==> src/rtl/raid0_stripe_splitter.sv <==
// raid0_stripe_splitter: takes one host block request, cuts it at stripe
// boundaries into per-device sub-requests, issues them one at a time, and
// counts completions so it can report a single done/done_err per request.
module raid0_stripe_splitter #(
  parameter int STRIPE_LOG2 = 3,
  parameter int DEV_LOG2    = 1
) (
  input  logic                clk,
  input  logic                rst,
  input  logic                req_valid,
  output logic                req_ready,
  input  logic [31:0]         req_lba,
  input  logic [15:0]         req_cnt,
  input  logic                req_write,
  output logic                sub_valid,
  input  logic                sub_ready,
  output logic [DEV_LOG2-1:0] sub_dev,
  output logic [31:0]         sub_lba,
  output logic [15:0]         sub_cnt,
  output logic                sub_write,
  output logic                sub_last,
  input  logic                cpl_valid,
  input  logic                cpl_err,
  output logic                done,
  output logic                done_err,
  output logic                busy
);

  typedef enum logic [2:0] {
    IDLE,
    CALC,
    ISSUE,
    WAIT_CPL,
    DONE
  } state_t;

  // Stripe size in blocks; at most 2^15 so it always fits the 16-bit count.
  localparam logic [15:0] STRIPE_BLKS = 16'(32'd1 << STRIPE_LOG2);
  localparam logic [15:0] OFS_MASK    = STRIPE_BLKS - 16'd1;

  // Smaller of two unsigned block counts.
  function automatic logic [15:0] min_u16(input logic [15:0] a, input logic [15:0] b);
    return (a < b) ? a : b;
  endfunction

  state_t              state_q, state_d;
  logic [31:0]         lba_q, lba_d;
  logic [15:0]         rem_q, rem_d;
  logic                write_q, write_d;
  logic                err_q, err_d;
  logic [16:0]         outst_q, outst_d;
  logic [DEV_LOG2-1:0] sub_dev_q, sub_dev_d;
  logic [31:0]         sub_lba_q, sub_lba_d;
  logic [15:0]         sub_cnt_q, sub_cnt_d;
  logic                sub_write_q, sub_write_d;
  logic                sub_last_q, sub_last_d;

  logic [31:0] stripe_idx;
  logic [31:0] dev_lba;
  logic [15:0] ofs;
  logic [15:0] room;
  logic [15:0] chunk;
  logic        sub_hs;
  logic        cpl_acc;

  // Address split of the current LBA: stripe index, offset, device-local LBA and chunk length.
  always_comb begin
    stripe_idx = lba_q >> STRIPE_LOG2;
    ofs        = lba_q[15:0] & OFS_MASK;
    room       = STRIPE_BLKS - ofs;
    chunk      = min_u16(rem_q, room);
    dev_lba    = ((stripe_idx >> DEV_LOG2) << STRIPE_LOG2) | {16'd0, ofs};
  end

  // Next-state, sub-request register loads and outstanding-completion bookkeeping.
  always_comb begin
    state_d     = state_q;
    lba_d       = lba_q;
    rem_d       = rem_q;
    write_d     = write_q;
    err_d       = err_q;
    outst_d     = outst_q;
    sub_dev_d   = sub_dev_q;
    sub_lba_d   = sub_lba_q;
    sub_cnt_d   = sub_cnt_q;
    sub_write_d = sub_write_q;
    sub_last_d  = sub_last_q;

    sub_hs  = (state_q == ISSUE) && sub_ready;
    // A completion with nothing outstanding is stray (e.g. after an abort) and is dropped.
    cpl_acc = cpl_valid && (outst_q != 17'd0);

    if (cpl_acc) begin
      err_d = err_q | cpl_err;
    end

    unique case ({sub_hs, cpl_acc})
      2'b10:   outst_d = outst_q + 17'd1;
      2'b01:   outst_d = outst_q - 17'd1;
      default: outst_d = outst_q;
    endcase

    unique case (state_q)
      IDLE: begin
        if (req_valid) begin
          lba_d   = req_lba;
          rem_d   = req_cnt;
          write_d = req_write;
          err_d   = 1'b0;
          state_d = (req_cnt == 16'd0) ? DONE : CALC;
        end
      end
      CALC: begin
        sub_dev_d   = stripe_idx[DEV_LOG2-1:0];
        sub_lba_d   = dev_lba;
        sub_cnt_d   = chunk;
        sub_write_d = write_q;
        sub_last_d  = (chunk == rem_q);
        state_d     = ISSUE;
      end
      ISSUE: begin
        if (sub_ready) begin
          // LBA wraps modulo 2^32 by design.
          lba_d   = lba_q + {16'd0, sub_cnt_q};
          rem_d   = rem_q - sub_cnt_q;
          state_d = sub_last_q ? WAIT_CPL : CALC;
        end
      end
      WAIT_CPL: begin
        if (outst_q == 17'd0) begin
          state_d = DONE;
        end
      end
      DONE: begin
        state_d = IDLE;
      end
      default: begin
        state_d = IDLE;
      end
    endcase
  end

  // State and datapath registers; reset returns everything to an idle, zeroed splitter.
  always_ff @(posedge clk) begin
    if (rst) begin
      state_q     <= IDLE;
      lba_q       <= 32'd0;
      rem_q       <= 16'd0;
      write_q     <= 1'b0;
      err_q       <= 1'b0;
      outst_q     <= 17'd0;
      sub_dev_q   <= '0;
      sub_lba_q   <= 32'd0;
      sub_cnt_q   <= 16'd0;
      sub_write_q <= 1'b0;
      sub_last_q  <= 1'b0;
    end else begin
      state_q     <= state_d;
      lba_q       <= lba_d;
      rem_q       <= rem_d;
      write_q     <= write_d;
      err_q       <= err_d;
      outst_q     <= outst_d;
      sub_dev_q   <= sub_dev_d;
      sub_lba_q   <= sub_lba_d;
      sub_cnt_q   <= sub_cnt_d;
      sub_write_q <= sub_write_d;
      sub_last_q  <= sub_last_d;
    end
  end

  assign req_ready = (state_q == IDLE) && !rst;
  assign sub_valid = (state_q == ISSUE);
  assign sub_dev   = sub_dev_q;
  assign sub_lba   = sub_lba_q;
  assign sub_cnt   = sub_cnt_q;
  assign sub_write = sub_write_q;
  assign sub_last  = sub_last_q;
  assign done      = (state_q == DONE);
  assign done_err  = (state_q == DONE) && err_q;
  assign busy      = (state_q != IDLE);

endmodule

==> config.mk <==
export PLATFORM = sky130hd
export DESIGN_NAME = raid0_stripe_splitter
export DESIGN_NICKNAME = d
export VERILOG_FILES = /design/src/rtl/raid0_stripe_splitter.sv
export SDC_FILE = /design/constraint.sdc
export NUM_CORES = 1
export LEC_CHECK = 0
export ABC_AREA = 1
export BUFFER_PORTS_ARGS = -buffer_cell sky130_fd_sc_hd__buf_2
export CAP_MARGIN = 20
export CORE_ASPECT_RATIO = 0.6
export CORE_UTILIZATION = 40
export DETAILED_ROUTE_END_ITERATION = 8
export PLACE_DENSITY = 0.55
export SLEW_MARGIN = 20
export SYNTH_ARGS = -nofsm -noshare
export SYNTH_HDL_FRONTEND = slang
export SYNTH_SLANG_ARGS = --single-unit
==> constraint.sdc <==
create_clock -name clk -period 6.05 [get_ports clk]
set_clock_uncertainty 0.2 [all_clocks]
set_input_delay 1.21 -clock clk [delete_from_list [all_inputs] [get_ports clk]]
set_output_delay 1.21 -clock clk [all_outputs]
set_load 0.1 [all_outputs]
==> metrics.txt <==
initial DRC count=697; placement-stage cell area=0.009165 mm^2; Final Core Density=48.07%; core footprint=0.02037 mm^2; Final Cycle Share=67.85%; Post-CTS Setup Bufs=0; PwrDens=421.4 mW/mm^2; Multi-input gate area=0.005051 mm^2; Syn-to-layout area delta=15.77%; H-tree Lvls=4; WS Path Type=flop to output port; Crit. Startpoint=state_q[0]; Initial Utilization=41.52%; critical path depth=5; reg2reg start=outst_q[11]; clock root buffer master=clkbuf_16; clock slew at reported path FFs=60 ps; Pint=2155 uW; Worst Slack Setup Final=1945 ps; post-DP HPWL=20560 um; max incr delay on CP=550 ps; largest net degree at the start of global routing=60; #FFs+latches synth=120; diode count=0; final setup fails=0; worst slew pin tran=926.2 ps; post-synthesis cell type count=43; Cell Rows=40; CP max-delay cell=buf_4; RSZ-0062 raised after global routing=false; crit-path cells=nor2_1, nand2_4, inv_2, buf_4, buf_2; die extent in y=114.6 um; antenna violations before repair=0; number of global-route vias before repair=8084; Clock power frac=26.4%; f_max=243.6 MHz; vias=8950; r2r endpoint=outst_q[10]; crit path time final=4105 ps; Hold Fails Final Rpt=0; Area contributors post-synth=dfxtp_1, nand2_1, inv_1; Switching Fraction=47.79%; # hold bufs at CTS=0; DR top layer=met4; Antenna Violating Nets Remaining=0; Setup crit end=sub_valid; DRT Pass-1 Iters=5; Worst Hold Class=flop to flop; run status=finished clean; detailed-route vias per instance=5.111; sequential area share after synthesis=28.40%; Chip Width=189.7 um; reg2reg path depth=24; setup_tns=0 ps; Fillers=2189; Post-Syn Nets=1475; area leader, netlist=dfxtp_1; max cap viols=0; Setup WS pre-CTS=2127 ps; nets=1560; post-synth top area share=28.40%; Post-Syn Area=0.008458 mm^2; CTS Sinks=120; Mean Syn Cell Area=6.129 um^2; routed length per instance=15.94 um; clock buffer depth=2; CP Data Required Time=4640 ps; num ports=111; first-pass GRT wire length=43680 um; global route overflow=0; post-cts sizing count=0; WP buf/inv=3; CTS Buf Count=17; routed wire length=27910 um; CP Max Fanout=53; Comb pwr share=46.4%; Worst R2R Setup Slack=2260 ps; leakage=0.005112 uW; CTS tree=yes; Startpoint Class=flop; wl on met1=14950 um; CP top delay family=buffers and inverters; register share of total power=27.1%; Critical Path End Type=output port; design area=0.009792 mm^2; DRC viols=0; Sequential Area=0.002402 mm^2; full die area=0.02175 mm^2; Peak supply drop=0.2671 mV; Syn. warnings=0; met2 WL=10690 um; gr usage total=26.20%; ratio of cells with drive above 1 in the final layout=12.18%; Max-slew headroom=38.18%; Met3 Routed Length=1913 um; Mapped Cells=1380; clk_lat worst skew=430 ps; PortBufs=109; Critical Path AT=2690 ps; Net Sw Power=1972 uW; Final Wtd Congestion=0.9776; Slew Limit Fails=0
metrics by stage:
stage,total power [uW],hold WS (ps),std cells
2_1_floorplan,2599,246.3,1380
3_3_place_gp,3020,259.9,1719
3_5_place_dp,3024,267.1,1719
4_1_cts,4129,280.3,1751
5_1_grt,4407,299.5,1751
6_report,4126,273.3,1751
synthesized netlist by cell type:
library cell / count
nor3_1: 28
and3_1: 1
nand4_1: 16
nor2_2: 6
a211oi_1: 8
inv_1: 203
xor2_4: 2
o211ai_1: 1
buf_1: 1
o22ai_2: 1
buf_4: 1
o22ai_1: 2
inv_2: 4
nand3_1: 111
nand2_2: 2
a21oi_2: 1
nand3b_1: 6
o21bai_2: 1
o21ai_0: 118
nor2_4: 3
buf_6: 2
a31oi_1: 23
xor2_1: 20
ha_1: 38
buf_2: 10
nor4_1: 2
a21boi_1: 1
nand2_1: 359
xor2_2: 2
buf_12: 1
or2_2: 6
xnor2_1: 3
and2_1: 4
a21oi_1: 88
a21boi_0: 1
o21bai_1: 4
conb_1: 1
nor2_1: 133
dfxtp_1: 120
a21o_1: 2
clkbuf_1: 35
o21ai_1: 7
fa_1: 2
sequential cells by signal (all words and copies together), names as in the netlist:
register and cells:
sub_last 1, rem_q 16, sub_dev 1, outst_q 17
write_q 1, state_q 3, lba_q 32, sub_lba 31
sub_cnt 16, err_q 1, sub_write 1
logic make-up (layout without fill, tap and decap cells):
family                   Yosys count  in the layout  share of synthesized area [%]
adder cells (fa/ha/maj)           40             40                          6.095
other                              1              1                        0.04434
XOR/XNOR                          27             27                          3.417
flip-flops                       120            120                          28.40
AO/OA/AOI/OAI                    258            258                          16.35
AND/OR/NAND/NOR                  677            677                          33.73
buffers and inverters            257            355                          11.97
metal layers:
layer / global-route usage (%) / vias to the layer above
li1: - / 4611
met1: 39.63 / 4046
met2: 36.61 / 272
met3: 5.516 / 21
met4: 7.258 / 0
met5: 0 / -
area by class of cell:
| cell class | instances | area share (%) |
|---|---|---|
| clock buffers | 19 | 4.626 |
| clock inverters | 13 | 1.712 |
| inverters | 207 | 7.948 |
| multi-input cells | 1003 | 51.58 |
| flip-flops and latches | 120 | 24.53 |
| well taps | 273 | 3.488 |
| repair buffers | 116 | 6.108 |
power by group through the flow:
stage               Clock, uW  Sequential [uW]  Combinational (uW)
finish                   1090             1120                1920
global route             1150             1140                2120
CTS                      1110             1120                1900
detailed placement          0             1130                1890
global placement            0             1130                1890
floorplan                   0             1460                1140
layout by cell type (no fill, tap or decap), drive strengths merged:
master and n:
nor2 142, bufinv 3, fa 2, dfxtp 120
or2 6, o22ai 3, xnor2 3, and2 4
o21ai 125, nand2 361, and3 1, a21o 2
xor2 24, nand3b 6, clkbuf 19, clkinvlp 5
a21boi 2, o21bai 5, o211ai 1, nor3 28
ha 38, a21oi 89, nor4 2, nand4 16
buf 116, a211oi 8, clkinv 3, inv 209
conb 1, nand3 111, a31oi 23
worst min-delay path by stage:
stage / from / end / slack [ps] / cells past startpoint
finish: sub_lba[12] / sub_lba[12] / 270 / 2
CTS: write_q / write_q / 280 / 2
global route: sub_write / sub_write / 300 / 2
detailed placement: sub_lba[6] / sub_lba[6] / 270 / 2
global placement: sub_lba[12] / sub_lba[12] / 260 / 2
floorplan: write_q / write_q / 250 / 2
tightest hold or removal path, cell delays in order, from the launching register on:
cell and delay [ps]:
dfxtp_1 320, nor2_1 40, nor2_1 80
Power figures use the tool's default switching activity.
